==> src/rtl/mul_div_unit_pkg.sv <==
// Shared encodings and constants for the iterative multiply/divide unit.
package mul_div_unit_pkg;

  localparam int WIDTH_DEF = 32;

  typedef enum logic [1:0] {
    OP_MULTU = 2'b00,
    OP_MULT  = 2'b01,
    OP_DIVU  = 2'b10,
    OP_DIV   = 2'b11
  } op_e;

  typedef enum logic [1:0] {
    IDLE   = 2'b00,
    CALC   = 2'b01,
    FINISH = 2'b10
  } state_e;

  // Quotient reported on divide by zero.
  localparam logic [WIDTH_DEF-1:0] DIV0_QUOT = '1;

endpackage

==> src/rtl/mul_div_unit_if.sv <==
// Request/result bundle between the ALU issue logic and the multiply/divide unit.
interface mul_div_unit_if #(parameter int WIDTH = 32);
  logic             start;
  logic [1:0]       op;
  logic [WIDTH-1:0] A;
  logic [WIDTH-1:0] B;
  logic             busy;
  logic             done;
  logic [WIDTH-1:0] HI;
  logic [WIDTH-1:0] LO;
  logic             div_by_zero;

  modport master (output start, op, A, B,
                  input  busy, done, HI, LO, div_by_zero);
  modport slave  (input  start, op, A, B,
                  output busy, done, HI, LO, div_by_zero);
endinterface

==> src/rtl/mul_div_unit.sv <==
// Iterative MULTU/MULT/DIVU/DIV: one shift-add or restoring-divide step per cycle,
// results held in HI/LO until the next accepted operation.
module mul_div_unit
  import mul_div_unit_pkg::*;
#(
  parameter int WIDTH = WIDTH_DEF
) (
  input  logic           clk,
  input  logic           rst,
  mul_div_unit_if.slave  bus
);

  localparam int CW = $clog2(WIDTH);

  state_e               state_q, state_d;
  op_e                  op_q, op_d;
  logic [CW-1:0]        cnt_q, cnt_d;
  logic [2*WIDTH-1:0]   acc_q, acc_d;
  logic [WIDTH-1:0]     opnd_q, opnd_d;
  logic [WIDTH-1:0]     a_raw_q, a_raw_d;
  logic                 sa_q, sa_d, sb_q, sb_d, bz_q, bz_d;
  logic                 busy_q, busy_d, done_q, done_d, dbz_q, dbz_d;
  logic [WIDTH-1:0]     hi_q, hi_d, lo_q, lo_d;

  logic [WIDTH-1:0]     acc_hi, acc_lo, mag_a, mag_b, quo, rem;
  logic [WIDTH:0]       mul_sum, div_shift, div_diff;
  logic [2*WIDTH-1:0]   mul_next, div_next, prod;
  logic                 in_sa, in_sb;

  function automatic logic [WIDTH-1:0] mag(input logic [WIDTH-1:0] x, input logic neg);
    return neg ? -x : x;
  endfunction

  always_comb begin
    in_sa  = bus.op[0] & bus.A[WIDTH-1];
    in_sb  = bus.op[0] & bus.B[WIDTH-1];
    mag_a  = mag(bus.A, in_sa);
    mag_b  = mag(bus.B, in_sb);
    acc_hi = acc_q[2*WIDTH-1:WIDTH];
    acc_lo = acc_q[WIDTH-1:0];
    // Multiply: multiplier sits in the low half and is consumed LSB first.
    mul_sum   = {1'b0, acc_hi} + (acc_lo[0] ? {1'b0, opnd_q} : '0);
    mul_next  = {mul_sum, acc_lo[WIDTH-1:1]};
    // Divide: partial remainder can briefly need one extra bit after the shift.
    div_shift = {acc_hi, acc_lo[WIDTH-1]};
    div_diff  = div_shift - {1'b0, opnd_q};
    if (div_shift >= {1'b0, opnd_q})
      div_next = {div_diff[WIDTH-1:0], acc_lo[WIDTH-2:0], 1'b1};
    else
      div_next = {div_shift[WIDTH-1:0], acc_lo[WIDTH-2:0], 1'b0};
    prod = (op_q == OP_MULT && (sa_q ^ sb_q)) ? -acc_q : acc_q;
    quo  = (op_q == OP_DIV && (sa_q ^ sb_q)) ? -acc_lo : acc_lo;
    rem  = (op_q == OP_DIV && sa_q) ? -acc_hi : acc_hi;
  end

  always_comb begin
    state_d = state_q;
    op_d    = op_q;
    cnt_d   = cnt_q;
    acc_d   = acc_q;
    opnd_d  = opnd_q;
    a_raw_d = a_raw_q;
    sa_d    = sa_q;
    sb_d    = sb_q;
    bz_d    = bz_q;
    busy_d  = busy_q;
    done_d  = 1'b0;
    dbz_d   = dbz_q;
    hi_d    = hi_q;
    lo_d    = lo_q;
    case (state_q)
      IDLE: begin
        if (bus.start) begin
          op_d    = op_e'(bus.op);
          sa_d    = in_sa;
          sb_d    = in_sb;
          a_raw_d = bus.A;
          bz_d    = (bus.B == '0);
          if (bus.op[1]) begin
            acc_d  = {{WIDTH{1'b0}}, mag_a};
            opnd_d = mag_b;
          end else begin
            acc_d  = {{WIDTH{1'b0}}, mag_b};
            opnd_d = mag_a;
          end
          cnt_d   = '0;
          busy_d  = 1'b1;
          state_d = CALC;
        end
      end
      CALC: begin
        acc_d = op_q[1] ? div_next : mul_next;
        cnt_d = cnt_q + 1'b1;
        if (cnt_q == CW'(WIDTH - 1)) state_d = FINISH;
      end
      FINISH: begin
        if (!op_q[1]) begin
          hi_d  = prod[2*WIDTH-1:WIDTH];
          lo_d  = prod[WIDTH-1:0];
          dbz_d = 1'b0;
        end else if (bz_q) begin
          hi_d  = a_raw_q;
          lo_d  = WIDTH'(DIV0_QUOT);
          dbz_d = 1'b1;
        end else begin
          hi_d  = rem;
          lo_d  = quo;
          dbz_d = 1'b0;
        end
        done_d  = 1'b1;
        busy_d  = 1'b0;
        state_d = IDLE;
      end
      default: state_d = IDLE;
    endcase
  end

  always_ff @(posedge clk) begin
    if (rst) begin
      state_q <= IDLE;
      op_q    <= OP_MULTU;
      cnt_q   <= '0;
      acc_q   <= '0;
      opnd_q  <= '0;
      a_raw_q <= '0;
      sa_q    <= 1'b0;
      sb_q    <= 1'b0;
      bz_q    <= 1'b0;
      busy_q  <= 1'b0;
      done_q  <= 1'b0;
      dbz_q   <= 1'b0;
      hi_q    <= '0;
      lo_q    <= '0;
    end else begin
      state_q <= state_d;
      op_q    <= op_d;
      cnt_q   <= cnt_d;
      acc_q   <= acc_d;
      opnd_q  <= opnd_d;
      a_raw_q <= a_raw_d;
      sa_q    <= sa_d;
      sb_q    <= sb_d;
      bz_q    <= bz_d;
      busy_q  <= busy_d;
      done_q  <= done_d;
      dbz_q   <= dbz_d;
      hi_q    <= hi_d;
      lo_q    <= lo_d;
    end
  end

  assign bus.busy        = busy_q;
  assign bus.done        = done_q;
  assign bus.HI          = hi_q;
  assign bus.LO          = lo_q;
  assign bus.div_by_zero = dbz_q;

endmodule
==> src/flat_wrapper.sv <==
// flat-port wrapper written by rule: the top's interface ports become plain ports
module mul_div_unit_flat import mul_div_unit_pkg::*;
#(
  parameter int WIDTH = WIDTH_DEF
)
  (clk, rst, bus_start, bus_op, bus_A, bus_B, bus_busy, bus_done, bus_HI, bus_LO, bus_div_by_zero);
  mul_div_unit_if #(.WIDTH(WIDTH)) bus_i ();
  input  logic clk;
  input  logic rst;
  input wire logic [$bits(bus_i.start)-1:0] bus_start;
  input wire logic [$bits(bus_i.op)-1:0] bus_op;
  input wire logic [$bits(bus_i.A)-1:0] bus_A;
  input wire logic [$bits(bus_i.B)-1:0] bus_B;
  output wire logic [$bits(bus_i.busy)-1:0] bus_busy;
  output wire logic [$bits(bus_i.done)-1:0] bus_done;
  output wire logic [$bits(bus_i.HI)-1:0] bus_HI;
  output wire logic [$bits(bus_i.LO)-1:0] bus_LO;
  output wire logic [$bits(bus_i.div_by_zero)-1:0] bus_div_by_zero;
  assign bus_i.start = bus_start;
  assign bus_i.op = bus_op;
  assign bus_i.A = bus_A;
  assign bus_i.B = bus_B;
  assign bus_busy = bus_i.busy;
  assign bus_done = bus_i.done;
  assign bus_HI = bus_i.HI;
  assign bus_LO = bus_i.LO;
  assign bus_div_by_zero = bus_i.div_by_zero;
  mul_div_unit #(.WIDTH(WIDTH)) u_core (.clk(clk), .rst(rst), .bus(bus_i));
endmodule
==> config.mk <==
export PLATFORM = sky130hd
export DESIGN_NAME = mul_div_unit_flat
export DESIGN_NICKNAME = d
export VERILOG_FILES = /design/src/rtl/mul_div_unit_pkg.sv /design/src/rtl/mul_div_unit_if.sv /design/src/rtl/mul_div_unit.sv /design/src/flat_wrapper.sv
export SDC_FILE = /design/constraint.sdc
export NUM_CORES = 1
export LEC_CHECK = 0
export ABC_AREA = 1
export CORE_MARGIN = 1.5
export CORE_UTILIZATION = 45
export DETAILED_ROUTE_END_ITERATION = 16
export GPL_TIMING_DRIVEN = 0
export HOLD_SLACK_MARGIN = 0.12
export PLACE_DENSITY_LB_ADDON = 0.2
export SYNTH_ARGS = -nofsm -noshare
export SYNTH_HDL_FRONTEND = slang
export SYNTH_SLANG_ARGS = --single-unit
==> constraint.sdc <==
create_clock -name clk -period 3.41 [get_ports clk]
set_input_delay 0.5115 -clock clk [delete_from_list [all_inputs] [get_ports clk]]
set_output_delay 0.5115 -clock clk [all_outputs]
set_load 0.01 [all_outputs]
# Word-level counts from Yosys, hierarchy flattened
# Index checks and enable logic that the tools add are counted.
dict set report word_totals {
  reg_bits 207
  in_bits 69
  output_inout_bits 67
  wordCells 70
}
dict set report op_classes {
  add_sub_neg 8
  order_cmp 1
  n_eq_ne 7
  mux 26
  bitwise_logic 3
  reduce_logical 11
}
# op n
set op_table {}
lappend op_table {{$mux 32} 11}
lappend op_table {{$mux 64} 4}
lappend op_table {{$neg 32->32} 4}
lappend op_table {{$pmux 64 s2} 1}
lappend op_table {{$neg 64->64} 1}
lappend op_table {{$add 32x32->33} 1}
lappend op_table {{$ge 33x32->1} 1}
lappend op_table {{$logic_not 32->1} 1}
lappend op_table {{$sub 32x32->32} 1}
lappend op_table {{$pmux 5 s2} 1}
lappend op_table {{$reduce_and 2->1} 4}
lappend op_table {{$add 5x1->5 const B} 1}
lappend op_table {{$eq 5x5->1 const B} 1}
lappend op_table {{$mux 5} 1}
lappend op_table {{$eq 2x1->1 const B} 2}
lappend op_table {{$eq 2x2->1 const B} 2}
lappend op_table {{$mux 1} 4}
lappend op_table {{$mux 2} 2}
lappend op_table {{$pmux 2 s2} 1}
lappend op_table {{$reduce_bool 2->1} 2}
lappend op_table {{$logic_and 1x1->1} 3}
lappend op_table {{$and 1x1->1} 2}
lappend op_table {{$logic_not 2->1} 1}
lappend op_table {{$ne 2x1->1 const B} 1}
lappend op_table {{3 further kinds} 3}

# Depth between registers and ports, before layout
dict set report depth {
  ltp_word 5
  mapped_depth 21
  mapped_depth_nobuf 19
}

# Worst setup path before layout
# No wires, ideal clock.
dict set report synth_path {
  path_kind {register to register}
  from {register u_core.acc_q[0]}
  to {register u_core.acc_q[53]}
  setup_ns 0.132
  t_arrival_ns 2.410
  required_ns 3.278
  path_slack_ns 0.868
  stages_incl_launch_ff 20
  path_buffers 2
  period_less_slack_ns 2.542
  cell_sequence {dfxtp_1 buf_6 clkbuf_1 nand2_1 inv_1 ha_1 inv_1 fa_1 o21ai_0 nand2_1 nand2_1 nand2_1 nand2_1 nand2_1 nand3_1 nand3_1 nand2_1 inv_1 nand2_1 a21oi_1}
}
dict set report synth_via {
  elab_chain_len 4
}
# item line_no
set synth_rtl {}
lappend synth_rtl {{start, declared} mul_div_unit.sv:18} ;# logic [2*WIDTH-1:0] acc_q, acc_d;
lappend synth_rtl {{start signal, assigned} mul_div_unit.sv:123} ;# acc_q <= '0;
lappend synth_rtl {{start signal, assigned} mul_div_unit.sv:138} ;# acc_q <= acc_d;
lappend synth_rtl {{$mux 32} mul_div_unit.sv:42} ;# mul_sum = {1'b0, acc_hi} + (acc_lo[0] ? {1'b0, opnd_q} : '0);
lappend synth_rtl {{$add 32x32->33} mul_div_unit.sv:42}
lappend synth_rtl {{$mux 64} mul_div_unit.sv:92} ;# acc_d = op_q[1] ? div_next : mul_next;
lappend synth_rtl {{$pmux 64 s2} mul_div_unit.sv:71} ;# case (state_q)
# No other way between the ends.
# A chain may end at the register's enable or synchronous reset.

# Worst setup path in the final report
dict set report layout_path {
  from {register u_core.acc_q[38]}
  to {register u_core.hi_q[18] (netlist: u_core.bus.HI[18])}
}
dict set report layout_via {
  elab_chain_len 4
  word_cells_on_any_way 6
  classes_between {2 x add/sub; 4 x mux}
}
# item line_no
set layout_rtl {}
lappend layout_rtl {{$neg 32->32} mul_div_unit.sv:53} ;# rem = (op_q == OP_DIV && sa_q) ? -acc_hi : acc_hi;
lappend layout_rtl {{$mux 32} mul_div_unit.sv:53}
lappend layout_rtl {{$mux 32} mul_div_unit.sv:101} ;# end else if (bz_q) begin
lappend layout_rtl {{$mux 32 *} mul_div_unit.sv:97} ;# if (!op_q[1]) begin
lappend layout_rtl {{end signal, assigned} mul_div_unit.sv:147} ;# hi_q <= hi_d;
lappend layout_rtl {{end, declared} mul_div_unit.sv:23} ;# logic [WIDTH-1:0] hi_q, hi_d, lo_q, lo_d;
# Mark *: on every way between the ends. The rest lies on a longest branch, timed or not.

==> impl_metrics.json <==
{
  "run_status": "completed",
  "final_common_cell": "nand2_1",
  "drc_errors": 0,
  "final_antenna_net_count": 0,
  "setup_tns_ps": 0,
  "core.rowCount": 74,
  "dr.pass1.iters": 7,
  "setup_violations": 0,
  "powerDensity_nw_per_um2": 440,
  "final_cell_mix": "nand2_1 (895), inv_1 (428), nor2_1 (350)",
  "synth-edff-count": 0,
  "synth_fp_nets": 3434,
  "crit_required_ps": 3920,
  "die_y_um": 208,
  "drive_gt1_frac": 0.0368,
  "synth.ff_latch_count": 207,
  "yosysSeqAreaShare": 0.219,
  "dieArea_um2": 43300,
  "tightest_slew_ps": 1240,
  "worstSetupEndpoint": "u_core.bus.HI[18]$_SDFFE_PP0P_",
  "fin_skew_ps": 22.0,
  "grt_pass1_wl_um": 141000,
  "grt_use_total": 0.434,
  "ys.flop_type": "dfxtp_1",
  "relSlewSlack": 0.167,
  "place_area_um2": 20900,
  "max_freq_mhz": 313,
  "cts_buffers": 27,
  "start_kind": "flop",
  "hold_viol_final": 0,
  "syn_inst": 3293,
  "synth_warnings": 0,
  "yosysUniqueCellTypes": 56,
  "reg2regPathDepth": 12,
  "hold_ws_ps": 479,
  "max_cap_viol_count": 0,
  "cp-end-kind": "flop",
  "portBuffers": 134,
  "postCtsSetupBuffers": 0,
  "drv_slew": 0,
  "syn_area_um2": 18900,
  "tritoncts": "done",
  "layout.nets": 3596,
  "r2r_end": "u_core.bus.HI[18]$_SDFFE_PP0P_",
  "num_vias": 23949,
  "finalPower_mw": 9.64,
  "stdcell_count": 4010,
  "rr_startpoint": "u_core.acc_q[38]$_SDFFE_PP0P_",
  "die_w_um": 208,
  "grt_max_degree": 18,
  "cts_max_path_buffers": 3,
  "irDropWorstVdd_uv": 341,
  "insertion_delay_ps": 590,
  "clk_pin_slew_ps": 60,
  "htreeDepth": 1,
  "antenna_found_initial": 2,
  "crit_fanout": 8,
  "layout_worst_path_cycle_share": 0.938,
  "p_leak_nw": 10.3,
  "wl_um": 97400,
  "drt-wirelength-per-cell_um": 24.3,
  "r2r_setup_slack_ps": 210,
  "drtIter0Drc": 3384,
  "pin_count": 136,
  "critPathKind": "flop to flop",
  "avgSynthCellArea_um2": 5.75,
  "nFillCells": 4392,
  "multi_input_area_um2": 12500,
  "root_buffer": "clkbuf_16",
  "core_um2": 41200,
  "synthArstFlopShare": 0,
  "vias_per_cell": 5.97,
  "syn_to_final_growth_pct": 15.7,
  "critPathArrivalTime_ps": 3710,
  "start_util": 0.459,
  "worstHoldPathCells": 2,
  "regArea_um2": 4140,
  "dp_hpwl_um": 79100,
  "dp_cells": 3959,
  "cts_num_sinks": 207,
  "period_needed_ps": 3200,
  "grt_pass1_vias": 21952,
  "startpoint": "u_core.acc_q[38]$_SDFFE_PP0P_",
  "ctsHoldBuffers": 0,
  "overflow": 0,
  "routabilityCongestion": 1.16,
  "min_path_type": "flop to flop",
  "final_area_um2": 21900,
  "rsz0062_at_grt": "no"
}
-- sequential cells by signal (all words and copies together), names as in the netlist, 2 cells and up --
name	count
u_core.bus.LO	32
u_core.cnt_q	5
u_core.acc_q	64
u_core.state_q	2
u_core.opnd_q	32
u_core.bus.HI	32
u_core.op_q	2
u_core.a_raw_q	32
-- stage by stage --
step                utilization  setup WS (ps)
CTS                       0.531            192
global route              0.532           41.1
detailed placement        0.508           -261
global placement          0.508           -229
floorplan                     -            868
finish                    0.532            211
-- how the worst min path moves through the flow --
stage	slack, ps	to	start
after global placement	450	u_core.cnt_q[3]$_SDFFE_PP0P_	u_core.cnt_q[3]$_SDFFE_PP0P_
after floorplan	430	u_core.a_raw_q[31]$_SDFFE_PP0P_	u_core.a_raw_q[31]$_SDFFE_PP0P_
after CTS	480	u_core.bus.busy$_SDFFE_PP0P_	u_core.bus.busy$_SDFFE_PP0P_
after global routing	510	u_core.bus.busy$_SDFFE_PP0P_	u_core.bus.busy$_SDFFE_PP0P_
final	480	u_core.bus.busy$_SDFFE_PP0P_	u_core.bus.busy$_SDFFE_PP0P_
after detailed placement	460	u_core.bus.busy$_SDFFE_PP0P_	u_core.bus.busy$_SDFFE_PP0P_
-- cell usage after synthesis, types with 3 or more instances --
cell type | number | area share
buf_6 | 5 | 0.0030
o211ai_1 | 38 | 0.015
inv_1 | 428 | 0.085
o21ai_1 | 32 | 0.0085
nor4_1 | 4 | 0.0013
buf_2 | 21 | 0.0056
nor2_1 | 350 | 0.069
xnor2_1 | 6 | 0.0028
nor2_4 | 6 | 0.0036
nor2_2 | 6 | 0.0020
o221ai_1 | 10 | 0.0046
nand3_1 | 267 | 0.071
o22ai_1 | 4 | 0.0013
o21bai_1 | 9 | 0.0036
or2_2 | 10 | 0.0033
buf_1 | 21 | 0.0042
xor2_1 | 95 | 0.044
nor3_1 | 29 | 0.0077
o21a_1 | 4 | 0.0016
dfxtp_1 | 207 | 0.22
nand3_2 | 4 | 0.0021
a21o_1 | 4 | 0.0016
a22oi_1 | 8 | 0.0032
nand2_2 | 4 | 0.0013
nand4_1 | 39 | 0.013
o21ai_0 | 253 | 0.067
clkinv_1 | 4 | 0.00079
a31oi_1 | 20 | 0.0066
clkbuf_1 | 95 | 0.019
a21oi_1 | 266 | 0.070
a221oi_1 | 10 | 0.0046
nand3b_1 | 13 | 0.0052
inv_2 | 13 | 0.0026
o2111ai_1 | 11 | 0.0051
ha_1 | 70 | 0.046
a32o_1 | 3 | 0.0016
nand2_1 | 895 | 0.18
-- kinds of logic after synthesis --
group / count (synthesis) / synth area share
AND/OR/NAND/NOR: 1643 / 0.367
AO/OA/AOI/OAI: 683 / 0.199
buffers and inverters: 587 / 0.120
flip-flops: 207 / 0.219
XOR/XNOR: 101 / 0.0467
adder cells (fa/ha/maj): 72 / 0.0484
-- what timing repair did --
item                                    in CTS  in global routing
gates cloned                                 0                  0
resized for setup                            0                  4
endpoints found under the setup margin       5                  2
-- critical path: stages, from the launching register on --
cell and delay (ps):
dfxtp_1 350, clkbuf_1 280, nor2_1 440, nand2_1 160
nor3_1 630, nand2_1 100, nor2_1 380, nand4_1 260
xor2_1 190, nand2_1 70, nand2_1 70, nand2_1 50
a21oi_1 150
-- per-layer routing --
layer  wire [um]  share of wire  up-vias  track usage
li1            -              -    11055            -
met1       38600           0.40    10932        0.572
met2       40000           0.41     1673        0.655
met3       12200           0.13      289       0.0949
met4        6600          0.068        0        0.246
met5           0              0        -            0
-- cell type report --
type                            count  share of cell area
Antenna cell                        2            0.000229
Buffer                            141              0.0271
Sequential cell                   207               0.189
Inverter                          445              0.0763
Multi-Input combinational cell   2499               0.572
Timing Repair Buffer              134              0.0612
Clock buffer                       35              0.0331
Tap cell                          532              0.0304
Clock inverter                     15              0.0106
-- power by group --
group | internal [mW] | switching (mW)
combinational | 1.02 | 2.66
clock | 1.89 | 1.25
sequential | 2.56 | 0.250
total | 5.48 | 4.16
(Power assumes the default switching activity.)
